--- config.mk ---
export PLATFORM = sky130hd
export DESIGN_NAME = seq_multiplier
export DESIGN_NICKNAME = d
export VERILOG_FILES = /design/src/rtl/alu_pkg.sv /design/src/rtl/mult_step.sv /design/src/rtl/seq_multiplier.sv
export SDC_FILE = /design/constraint.sdc
export NUM_CORES = 1
export LEC_CHECK = 0
export ABC_CLOCK_PERIOD_IN_PS = 3100
export BUFFER_PORTS_ARGS = -buffer_cell sky130_fd_sc_hd__buf_2
export CORE_UTILIZATION = 57
export DETAILED_ROUTE_END_ITERATION = 16
export PLACE_DENSITY_LB_ADDON = 0.1
export SYNTH_ARGS = -nofsm -noshare
export SYNTH_HDL_FRONTEND = slang
export SYNTH_SLANG_ARGS = --single-unit
--- constraint.sdc ---
create_clock -name clk -period 3.1 [get_ports clk]
set_clock_uncertainty 0.15 [all_clocks]
set_input_delay 0.31 -clock clk [delete_from_list [all_inputs] [get_ports clk]]
set_output_delay 0.31 -clock clk [all_outputs]
set_load 0.03 [all_outputs]
--- src/rtl/alu_pkg.sv ---
// Shared ALU definitions: multiplier state encodings, default operand width
// and the iteration counter width helper.
package alu_pkg;

    typedef enum logic [1:0] {
        ST_IDLE = 2'd0,
        ST_CALC = 2'd1,
        ST_DONE = 2'd2
    } mult_state_e;

    localparam int DEFAULT_WIDTH = 32;

    // Guard WIDTH=1 so the counter never collapses to zero bits.
    function automatic int cnt_width(input int width);
        return (width > 1) ? $clog2(width) : 1;
    endfunction

endpackage

--- src/rtl/mult_step.sv ---
// One shift-and-add iteration: conditionally add the multiplicand into the
// upper half of the accumulator, keep the carry, and shift right by one.
module mult_step #(
    parameter int WIDTH = 32
) (
    input  logic [2*WIDTH-1:0] p_in,
    input  logic [WIDTH-1:0]   m,
    output logic [2*WIDTH-1:0] p_out
);

    logic [WIDTH:0] sum;

    // The carry lands in the top bit after the shift, so it must not be lost.
    always_comb begin
        sum = {1'b0, p_in[2*WIDTH-1:WIDTH]};
        if (p_in[0]) begin
            sum = {1'b0, p_in[2*WIDTH-1:WIDTH]} + {1'b0, m};
        end
        p_out = {sum, p_in[WIDTH-1:1]};
    end

endmodule

--- src/rtl/seq_multiplier.sv ---
// Sequential unsigned shift-and-add multiplier: WIDTH iterations per product,
// one-cycle done pulse, result held until the next completion.
module seq_multiplier
    import alu_pkg::*;
#(
    parameter int WIDTH = DEFAULT_WIDTH
) (
    input  logic                 clk,
    input  logic                 rst,
    input  logic                 start,
    input  logic [WIDTH-1:0]     a,
    input  logic [WIDTH-1:0]     b,
    output logic                 busy,
    output logic                 done,
    output logic [2*WIDTH-1:0]   product
);

    localparam int CNT_W = cnt_width(WIDTH);
    localparam logic [CNT_W-1:0] LAST_CNT = CNT_W'(WIDTH - 1);

    mult_state_e          state_q, state_d;
    logic [2*WIDTH-1:0]   p_q, p_d, p_next;
    logic [WIDTH-1:0]     m_q, m_d;
    logic [CNT_W-1:0]     cnt_q, cnt_d;
    logic [2*WIDTH-1:0]   product_q, product_d;
    logic                 busy_q, busy_d;
    logic                 done_q, done_d;
    logic                 accept;

    mult_step #(.WIDTH(WIDTH)) u_step (
        .p_in  (p_q),
        .m     (m_q),
        .p_out (p_next)
    );

    always_comb begin
        state_d   = state_q;
        p_d       = p_q;
        m_d       = m_q;
        cnt_d     = cnt_q;
        product_d = product_q;
        accept    = 1'b0;

        case (state_q)
            ST_IDLE: begin
                accept = start;
            end
            ST_CALC: begin
                p_d   = p_next;
                cnt_d = cnt_q + 1'b1;
                // The product takes the post-shift value of the last step.
                if (cnt_q == LAST_CNT) begin
                    state_d   = ST_DONE;
                    product_d = p_next;
                end
            end
            ST_DONE: begin
                state_d = ST_IDLE;
                accept  = start;
            end
            default: begin
                state_d = ST_IDLE;
            end
        endcase

        if (accept) begin
            state_d = ST_CALC;
            m_d     = a;
            p_d     = {{WIDTH{1'b0}}, b};
            cnt_d   = '0;
        end

        busy_d = (state_d == ST_CALC);
        done_d = (state_d == ST_DONE);
    end

    always_ff @(posedge clk) begin
        if (rst) begin
            state_q   <= ST_IDLE;
            p_q       <= '0;
            m_q       <= '0;
            cnt_q     <= '0;
            product_q <= '0;
            busy_q    <= 1'b0;
            done_q    <= 1'b0;
        end else begin
            state_q   <= state_d;
            p_q       <= p_d;
            m_q       <= m_d;
            cnt_q     <= cnt_d;
            product_q <= product_d;
            busy_q    <= busy_d;
            done_q    <= done_d;
        end
    end

    assign busy    = busy_q;
    assign done    = done_q;
    assign product = product_q;

endmodule

Yosys cells after proc, flatten, opt, wreduce, memory -nomap -nowiden. Index checks and enable logic that the tools add are counted.

Flip-flop bits (word level): 169. Input bits: 67. Output and inout port bits: 66. Logic and storage cells: 27.

Add/subtract/negate cells: 2. Equal/unequal tests: 5. Mux-type cells: 7. Reduce and logical (&&, ||, !) cells: 5.

Operators by type and width (number): $mux 32 (2); $add 32x32->33 (1); $mux 33 (1); $add 5x1->5 const B (1); $eq 5x5->1 const B (1); $eq 2x1->1 const B (2); $eq 2x2->1 const B (2); $mux 2 (2); $pmux 2 s2 (1); $reduce_or 2->1 (2); $logic_not 2->1 (1); $reduce_and 2->1 (1); $reduce_bool 2->1 (1); $mux 1 (1).

Logic depth before layout (Yosys ltp). Gate-level depths: netlist of run 1.

Depth in word-level cells: 5. Gate-level depth with buffers: 11. Mapped depth without buffers: 11.

Hierarchy. From an unflattened synthesis of run 1, not the netlist that was laid out.

Cell total of the unflattened synthesis: 1108. Area total of the unflattened synthesis: 8573.2 sq um.

By module, submodules not included: seq_multiplier (times used 1, cells each 741, area an instance 6013.3 sq um); mult_step (times used 1, cells each 367, area an instance 2560.0 sq um).

Worst setup path after synthesis of run 1. No wires, ideal clock.

Path kind: register -> register. Start: register p_q[38]. End: register product_q[62], in the netlist product[62]. Data arrival time: 2449 ps. Data required time: 2849 ps. Setup slack: 400 ps. Stages on the path, launching flop included: 12. Path buffers: 1. Period minus slack after synthesis: 2700 ps. Cell sequence: dfxtp_1 > ha_1 > buf_6 > a41o_1 > a221oi_2 > o21ai_2 > a21oi_2 > o21ai_2 > a311oi_2 > o21ai_1 > mux2i_1 > o41ai_1.

Word-level cells in the longest chain between the ends: 2.

Ends and longest elaborated chain: start, declared (line seq_multiplier.sv:22) `logic [2*WIDTH-1:0] p_q, p_d, p_next;`; start signal, assigned (line seq_multiplier.sv:88) `p_q <= p_d;`; $add 32x32->33 (line mult_step.sv:17) `sum = {1'b0, p_in[2*WIDTH-1:WIDTH]} + {1'b0, m};`; $mux 33 (line mult_step.sv:16) `if (p_in[0]) begin`; end signal, assigned (line seq_multiplier.sv:91) `product_q <= product_d;`; end, declared (line seq_multiplier.sv:25) `logic [2*WIDTH-1:0] product_q, product_d;`.

No other way between the ends. A chain may end at the register's enable or synchronous reset.

Worst setup path after layout of run 1.
Start: register p_q[32]. End: register p_q[55].

Word-level cells in the longest chain between the ends: 2.

Ends and longest elaborated chain (line): $add 32x32->33 (mult_step.sv:17); $mux 33 (mult_step.sv:16).

No other way between the ends.

==> flow_summary.toml, run 1 <==
[run_status]
outcome = "completed"

[yosys]
synth_top_cell_by_area = "dfxtp_1"
synthCells = 987
synthFlopType = "dfxtp_1"
synthesis.area_um2 = 7990
synthArstFlopShare_pct = 0
syn-num-nets = 1089
syn_area_per_cell_um2 = 8.09
ys_seq_area_share_pct = 42.4
yosys-top-cells-area = "dfxtp_1, nand2_1, a21oi_1, ha_1, nor2_1"
synth-edff-count = 0
ys_ff_latch = 169
yosysWarnings = 0
synth_top_area_share_pct = 42.4
netlist-cell-type-count = 62

[floorplan]
coreArea_um2 = 13500
die_width_um = 120
start_util_pct = 59.4
num_rows = 42
die_h_um = 120
die-area_um2 = 14500
pin_count = 133

[timing]
rsz0062_at_grt = "no"
fin_crit_sh_pct = 93.9
worstMarginPinSlew_ns = 1.07
fin_setup_tns_ns = 0
finalWorstPathRequiredPeriod_ns = 2.91
fmax_mhz = 344
hold_viol_final = 0
drv_slew = 0
fin_ws_ns = 0.189
setup_viol = 0
slew_headroom_pct = 28.4

[clocking]
cts.sinks = 169
cts-root-buf = "clkbuf_16"
clkTransAtPathRegs_ns = 0.06
htreeDepth = 4
clock_path_buffers = 2
cts_tree = "done"
clk-insertion-delay-late_ns = 0.43
numCtsBuffers = 17

[route]
finalWirelength_um = 19600
avgRoutedWirePerCell_um = 15.1
drt_iter0_drc = 481
first_pass_iters = 4
drt.antenna.violating_nets = 0
drc = 0
vias = 7282
vias_per_cell = 5.62

[placement]
post-place-ws_ns = 0.182
port_buffers = 132
place_hpwl_um = 13200
place_congestion = 0.927

[worst_setup_path]
crit_buf_inv = 0
start_kind = "flop"
crit_required_ns = 3.29
worst_path_largest_cell_delay_ns = 0.43
crit_path_end_kind = "flop"
slowest_stage = "fa_1"
cp.arrival_ns = 3.10
critPathTopFamily = "compound AO/OA/AOI/OAI gates"
crit_path_cell_trace = "ha_1 -> fa_1 -> a21oi_1 -> nor2_1 -> o21ba_1 -> o211ai_1 -> a21oi_1 -> o22a_2 -> a211oi_2 -> xor2_1 -> a311oi_1"
critPathKind = "reg -> reg"
path_max_fanout = 4
cp_common_cell = "a21oi_1"

[global_routing]
grt_pass1_wl_um = 32700
grt_max_degree = 105
antenna_found_initial = 0
grt_pass1_vias = 6885
grtUsageTotal_pct = 28.0
overflow = 0

[pwr]
ir_worst_vdd_mv = 0.391
power.density_nw_per_um2 = 520
p_leak_nw = 4.00

[job]
cap_violations = 0

[final_layout]
fillers = 1134
area_delta_synth_final_pct = 20.7
final_common_cell = "nand2_1"
layout_common_cells = "nand2_1, dfxtp_1, a21oi_1, buf_2, nor2_1"
drive_gt1_share_pct = 18.9
antenna_cells = 0
layout.nets = 1209

[worst_hold_path]
hold_class = "in -> reg"
==> power breakdown <==
part	leakage [nW]	switching, W	internal [W]	total (W)
Combinational	2.34	0.000356	0.000237	0.000593
Sequential	1.38	0.0000616	0.00225	0.00231
Clock	0.280	0.000894	0.00121	0.00211
==> path summary, 6_finish.rpt <==
path                                    to  slack [ns]  depth (start not counted)  startpoint
worst min register to register  product[2]        0.30                          2  product[2]
worst max-delay path               p_q[55]        0.19                         11     p_q[32]
worst max register to register     p_q[55]        0.19                         11     p_q[32]
worst min-delay path               m_q[21]       0.008                          3       a[21]
==> per-stage QoR <==
stage | instance area (um^2) | instances | hold slack, ns | power (W) | utilization, %
6_report | 9640 | 1296 | 0.00750 | 0.00501 | 71.6
2_1_floorplan | 7990 | 987 | 0.290 | 0.00275 | -
5_1_grt | 9640 | 1296 | 0.00575 | 0.00520 | 71.6
4_1_cts | 9610 | 1295 | 0.00317 | 0.00503 | 71.4
3_5_place_dp | 8710 | 1232 | 0.293 | 0.00292 | 64.8
3_3_place_gp | 8710 | 1232 | 0.290 | 0.00291 | 64.8
==> worst reg2reg max path: stages, from the launching register on <==
cell	delay, ns
dfxtp_1	0.32
ha_1	0.24
fa_1	0.43
a21oi_1	0.20
nor2_1	0.12
o21ba_1	0.20
o211ai_1	0.22
a21oi_1	0.12
o22a_2	0.24
a211oi_2	0.20
xor2_1	0.11
a311oi_1	0.26
==> metal layers <==
layer / GRT usage, % / part of all wire, % / vias up / routed length [um]
met1: 35.6 / 46 / 3394 / 9010
met3: 5.90 / 4.4 / 34 / 863
met5: 0 / 0 / - / 0
met4: 10.5 / 2.3 / 0 / 459
li1: - / - / 3674 / -
met2: 46.5 / 47 / 180 / 9240
==> sequential cells by signal, summed over array words and instances, names as in the netlist <==
register	count
product	64
done	1
p_q	64
cnt_q	5
m_q	32
busy	1
state_q	2
==> logic make-up after synthesis <==
kind of cell	count (synthesis)	synth area share, %
AO/OA/AOI/OAI	300	23.7
XOR/XNOR	28	3.07
adder cells (fa/ha/maj)	35	5.58
buffers and inverters	87	4.25
flip-flops	169	42.4
multiplexers	20	2.54
AND/OR/NAND/NOR	348	18.5
==> area by class of cell <==
cell class	instances	area [um^2]	area share [%]
Timing Repair Buffer	180	1110	11.6
Clock inverter	14	148	1.53
Tap cell	176	220	2.29
Inverter	8	30.0	0.312
Clock buffer	18	439	4.56
Sequential cell	169	3380	35.1
Multi-Input combinational cell	731	4300	44.6
==> cells in the mapped netlist (9+ instances only) <==
cell        n
xor2_1      9
dfxtp_1   169
a211oi_1   35
nand4_1     9
a22oi_1    31
nor2_1     90
nand2_1   193
buf_1      12
o21ai_0    32
a21o_1     15
ha_1       34
clkbuf_1   64
mux2i_1    18
nand3_1    10
xnor2_1    19
nor3_1      9
a21oi_1   136
==> timing repair <==
| item | 4_1_cts | 5_1_grt |
|---|---|---|
| gates resized for setup | 0 | 4 |
| hold buffers | 31 | 0 |
| setup buffers | 0 | 1 |
| endpoints found under the setup margin | 0 | 2 |
| endpoints found under the hold margin | 31 | 0 |
Power figures use the tool's default switching activity.
==> run 2: changes to the inputs <==
--- a/config.mk
+++ b/config.mk
@@ -5,9 +5,9 @@
 export SDC_FILE = /design/constraint.sdc
 export NUM_CORES = 1
 export LEC_CHECK = 0
-export ABC_CLOCK_PERIOD_IN_PS = 3100
+export ABC_CLOCK_PERIOD_IN_PS = 2400
 export BUFFER_PORTS_ARGS = -buffer_cell sky130_fd_sc_hd__buf_2
-export CORE_UTILIZATION = 57
+export CORE_UTILIZATION = 51
 export DETAILED_ROUTE_END_ITERATION = 16
 export PLACE_DENSITY_LB_ADDON = 0.1
 export SYNTH_ARGS = -nofsm -noshare
==> constraint.sdc (replaced) <==
create_clock -name clk -period 2.4 [get_ports clk]
set_clock_uncertainty 0.15 [all_clocks]
set_input_delay 0.24 -clock clk [delete_from_list [all_inputs] [get_ports clk]]
set_output_delay 0.24 -clock clk [all_outputs]
set_load 0.03 [all_outputs]
==> flow_summary.toml, run 2 (synthesized netlist as in run 1, its figures left out) <==
[run_status]
outcome = "finished, violations left"
violations = "setup timing"

[timing]
hold_viol_final = 0
finalWorstPathRequiredPeriod_ns = 2.79
drv_slew = 0
fmax_mhz = 359
fin_crit_sh_pct = 116
setup_viol = 44
fin_setup_tns_ns = -9.73
rsz0062_at_grt = "yes"
slew_headroom_pct = 48.9
worstMarginPinSlew_ns = 0.767
fin_ws_ns = -0.386

[floorplan]
die-area_um2 = 16200
num_rows = 45
coreArea_um2 = 15300
start_util_pct = 52.3
pin_count = 133
die_h_um = 127
die_width_um = 127

[final_layout]
layout_common_cells = "nand2_1, dfxtp_1, buf_2, a21oi_1, buf_4"
layout.cells.non_filler = 1449
antenna_cells = 0
final_common_cell = "nand2_1"
layout.nets = 1327
drive_gt1_share_pct = 28.9
area_delta_synth_final_pct = 39.6

[route]
vias = 7897
drt.antenna.violating_nets = 0
avgRoutedWirePerCell_um = 15.4
vias_per_cell = 5.45
finalWirelength_um = 22300
drt_iter0_drc = 539
drc = 0
first_pass_iters = 7

[worst_setup_path]
r2r_setup_slack_ns = -0.39
start_kind = "flop"
path_max_fanout = 4
crit_path_end_kind = "flop"
cp.arrival_ns = 2.93
critPathKind = "reg -> reg"
crit_required_ns = 2.54

[clocking]
clkTransAtPathRegs_ns = 0.08
cts.sinks = 169
clock_path_buffers = 2
htreeDepth = 4
cts-root-buf = "clkbuf_16"
cts_tree = "done"
numCtsBuffers = 17
clk-insertion-delay-late_ns = 0.43

[global_routing]
antenna_found_initial = 0
grt_pass1_wl_um = 36200
grt_max_degree = 87
grt_pass1_vias = 7451
grtUsageTotal_pct = 27.9
overflow = 0

[worst_hold_path]
hold_class = "in -> reg"

[pwr]
p_leak_nw = 4.64
power.density_nw_per_um2 = 619
power_w = 0.00690
ir_worst_vdd_mv = 0.521

[placement]
place_congestion = 0.888
dp.cells = 1343
port_buffers = 132
place_hpwl_um = 14300

[job]
cap_violations = 0
[run 2: cell count changes in the layout (fill, tap and decap cells not counted), moves of 10 or more]
cell           before  now
dlygate4sd3_1      31   64
dfxtp_1           168  158
a21oi_2             1   11
dfxtp_2             1   11
buf_4              17   96
a21oi_1           136  125
[run 2: critical path, stage by stage (launching register included)]
cell,delay [ns]
dfxtp_2,0.34
ha_4,0.24
and2_4,0.15
a221o_1,0.36
o21ba_4,0.26
o211ai_1,0.22
a21oi_1,0.13
o22a_2,0.24
a211oi_2,0.24
xor2_1,0.20
a311oi_1,0.10
[run 2: power by group]
| part | leakage [nW] | internal, W | switching [W] |
|---|---|---|---|
| clock network | 0.304 | 0.00152 | 0.00135 |
| registers | 1.38 | 0.00291 | 0.0000824 |
| logic | 2.95 | 0.000482 | 0.000551 |
[run 2: final cells by class]
type                       instances  area, um^2
multi-input combinational        731        4710
fill                            1181        4110
sequential                       169        3400
timing repair buffer             298        2110
clock buffer                      17         425
tap                              211         264
clock inverter                    15         209
inverter                           8        30.0
[run 2: final timing paths]
path | startpoint | to | cells past startpoint
setup / recovery | m_q[4] | product[55] | 10
hold / removal | rst | m_q[2] | 2
setup reg to reg | m_q[4] | product[55] | 10
hold reg to reg | product[11] | product[11] | 2
[run 2: per-stage QoR]
step,utilization (%),hold WS (ns),area (um^2),worst slack [ns]
floorplan,-,0.218,8050,-0.160
global placement,61.7,0.290,9410,-0.306
detailed placement,61.7,0.294,9410,-0.347
CTS,71.2,0.158,10900,-0.336
global route,73.0,0.212,11100,-0.547
finish,73.0,0.197,11100,-0.386
[run 2: per-layer routing]
layer	part of all wire, %	GRT usage, %	up-vias
li1	-	-	3926
met1	45	36.3	3733
met2	48	46.3	208
met3	4.8	4.98	30
met4	2.0	10.7	0
met5	0	0	-
[run 2: what timing repair did]
item	in CTS	in global routing
gates resized for setup	28	52
pin swaps	34	45
endpoints found under the hold margin	64	0
hold buffers	64	0
buffers inserted	7	6
cloned	0	0
endpoints found under the setup margin	47	52
==> run 3: changes to the inputs <==
--- a/config.mk
+++ b/config.mk
@@ -7,6 +7,7 @@
 export LEC_CHECK = 0
 export ABC_CLOCK_PERIOD_IN_PS = 2400
 export BUFFER_PORTS_ARGS = -buffer_cell sky130_fd_sc_hd__buf_2
+export CORE_ASPECT_RATIO = 0.5
 export CORE_UTILIZATION = 51
 export DETAILED_ROUTE_END_ITERATION = 16
 export PLACE_DENSITY_LB_ADDON = 0.1
==> flow_summary.toml, run 3 (synthesized netlist as in run 1, its figures left out) <==
[timing]
fin_crit_sh_pct = 116
hold_viol_final = 0
slew_headroom_pct = 43.6
setup_viol = 42
worstMarginPinSlew_ns = 0.845
finalWorstPathRequiredPeriod_ns = 2.79
drv_slew = 0
fin_ws_ns = -0.389
fmax_mhz = 359
rsz0062_at_grt = "yes"

[clocking]
cts.sinks = 169
cts_tree = "done"
clk-insertion-delay-late_ns = 0.44
htreeDepth = 4
clock_path_buffers = 2
cts-root-buf = "clkbuf_16"
clkTransAtPathRegs_ns = 0.07
numCtsBuffers = 17

[global_routing]
grt_pass1_wl_um = 37600
antenna_found_initial = 1
grt_pass1_vias = 7784
grt_max_degree = 135
overflow = 0
grtUsageTotal_pct = 29.0

[final_layout]
fillers = 1089
layout.nets = 1327
design_area_um2 = 11300
layout_common_cells = "nand2_1, dfxtp_1, buf_2, a21oi_1, buf_4"
drive_gt1_share_pct = 29.6
area_delta_synth_final_pct = 41.3
seqCellArea_um2 = 3400
final_common_cell = "nand2_1"
multiInputGateArea_um2 = 4770

[route]
first_pass_iters = 7
drc = 0
avgRoutedWirePerCell_um = 16.3
vias_per_cell = 5.52
vias = 7933
drt.antenna.violating_nets = 0
drt_iter0_drc = 507
finalWirelength_um = 23400

[floorplan]
pin_count = 133
die-area_um2 = 16200
start_util_pct = 53.8
die_width_um = 179
die_h_um = 90.5
num_rows = 31
coreArea_um2 = 14900

[pwr]
ir_worst_vdd_mv = 0.500
p_seq_share_pct = 42.1
power.switching_w = 0.00193
combinationalPowerShare_pct = 14.7
p_int_w = 0.00519
power.density_nw_per_um2 = 631
p_leak_nw = 4.68
p_clk_share_pct = 43.2
power_w = 0.00712
switching_share_pct = 27.1

[placement]
placed_area_um2 = 9430
place_congestion = 0.891
port_buffers = 132
place_hpwl_um = 14500

[worst_setup_path]
crit_required_ns = 2.59
cp.arrival_ns = 2.98
crit_path_end_kind = "flop"
start_kind = "flop"
critPathKind = "reg -> reg"
path_max_fanout = 3

[run_status]
outcome = "finished, violations left"
violations = "setup timing"

[job]
cap_violations = 0

[worst_hold_path]
hold_class = "in -> reg"
[run 3: through the flow]
step / setup WS (ns) / cells / utilization [%] / hold WS, ns / TNS [ns]
finish: -0.389 / 1437 / 76.0 / 0.176 / -8.86
detailed placement: -0.370 / 1329 / 63.5 / 0.294 / -7.48
floorplan: -0.160 / 987 / - / 0.218 / -0.683
CTS: -0.330 / 1432 / 74.1 / 0.175 / -7.22
global placement: -0.303 / 1329 / 63.5 / 0.290 / -5.50
global route: -0.493 / 1436 / 75.9 / 0.180 / -14.10
[run 3: repair_timing]
item | in CTS | in global routing
resized for setup | 51 | 48
endpoints found under the setup margin | 46 | 52
hold buffers | 64 | 0
hold endpoints to repair | 64 | 0
pin swaps | 56 | 42
buffers inserted | 8 | 5
[run 3: layout make-up]
cell class | count | share of cell area (%)
Multi-Input combinational cell | 731 | 42.3
Clock inverter | 15 | 2.02
Antenna cell | 1 | 0.0222
Timing Repair Buffer | 298 | 19.3
Clock buffer | 17 | 3.77
Sequential cell | 169 | 30.1
Inverter | 8 | 0.266
Tap cell | 198 | 2.20
[run 3: critical path: stages, from the launching register on]
cell and delay (ns):
dfxtp_2 0.34, ha_4 0.24, a41o_1 0.25, a221oi_2 0.34
o21ai_4 0.13, a21oi_4 0.16, o21ai_2 0.11, a311oi_2 0.40
buf_4 0.18, nor3_2 0.04, mux2i_2 0.17, o41ai_2 0.18
[run 3: worst paths after layout]
kind	slack (ns)	from	end	cells after the start
worst min-delay path	0.18	rst	p_q[59]	5
worst max-delay path	-0.39	m_q[6]	product[58]	11
worst min register to register	0.30	product[26]	product[26]	2
worst max register to register	-0.39	m_q[6]	product[58]	11
[run 3: power by group through the flow]
stage                     combinational [W]  sequential [W]  clock (W)
after floorplan                    0.000535         0.00303          0
after global placement             0.000844         0.00305          0
after detailed placement           0.000859         0.00305          0
after CTS                          0.000979         0.00299    0.00311
after global routing                0.00114         0.00301    0.00322
final                               0.00105         0.00300    0.00308
[run 3: per-layer routing]
layer	GRT usage, %	up-vias	wire length, um
met5	0	-	0
met4	7.06	0	235
met3	6.82	19	1440
met2	49.6	245	11200
met1	36.5	3747	10500
li1	-	3922	-
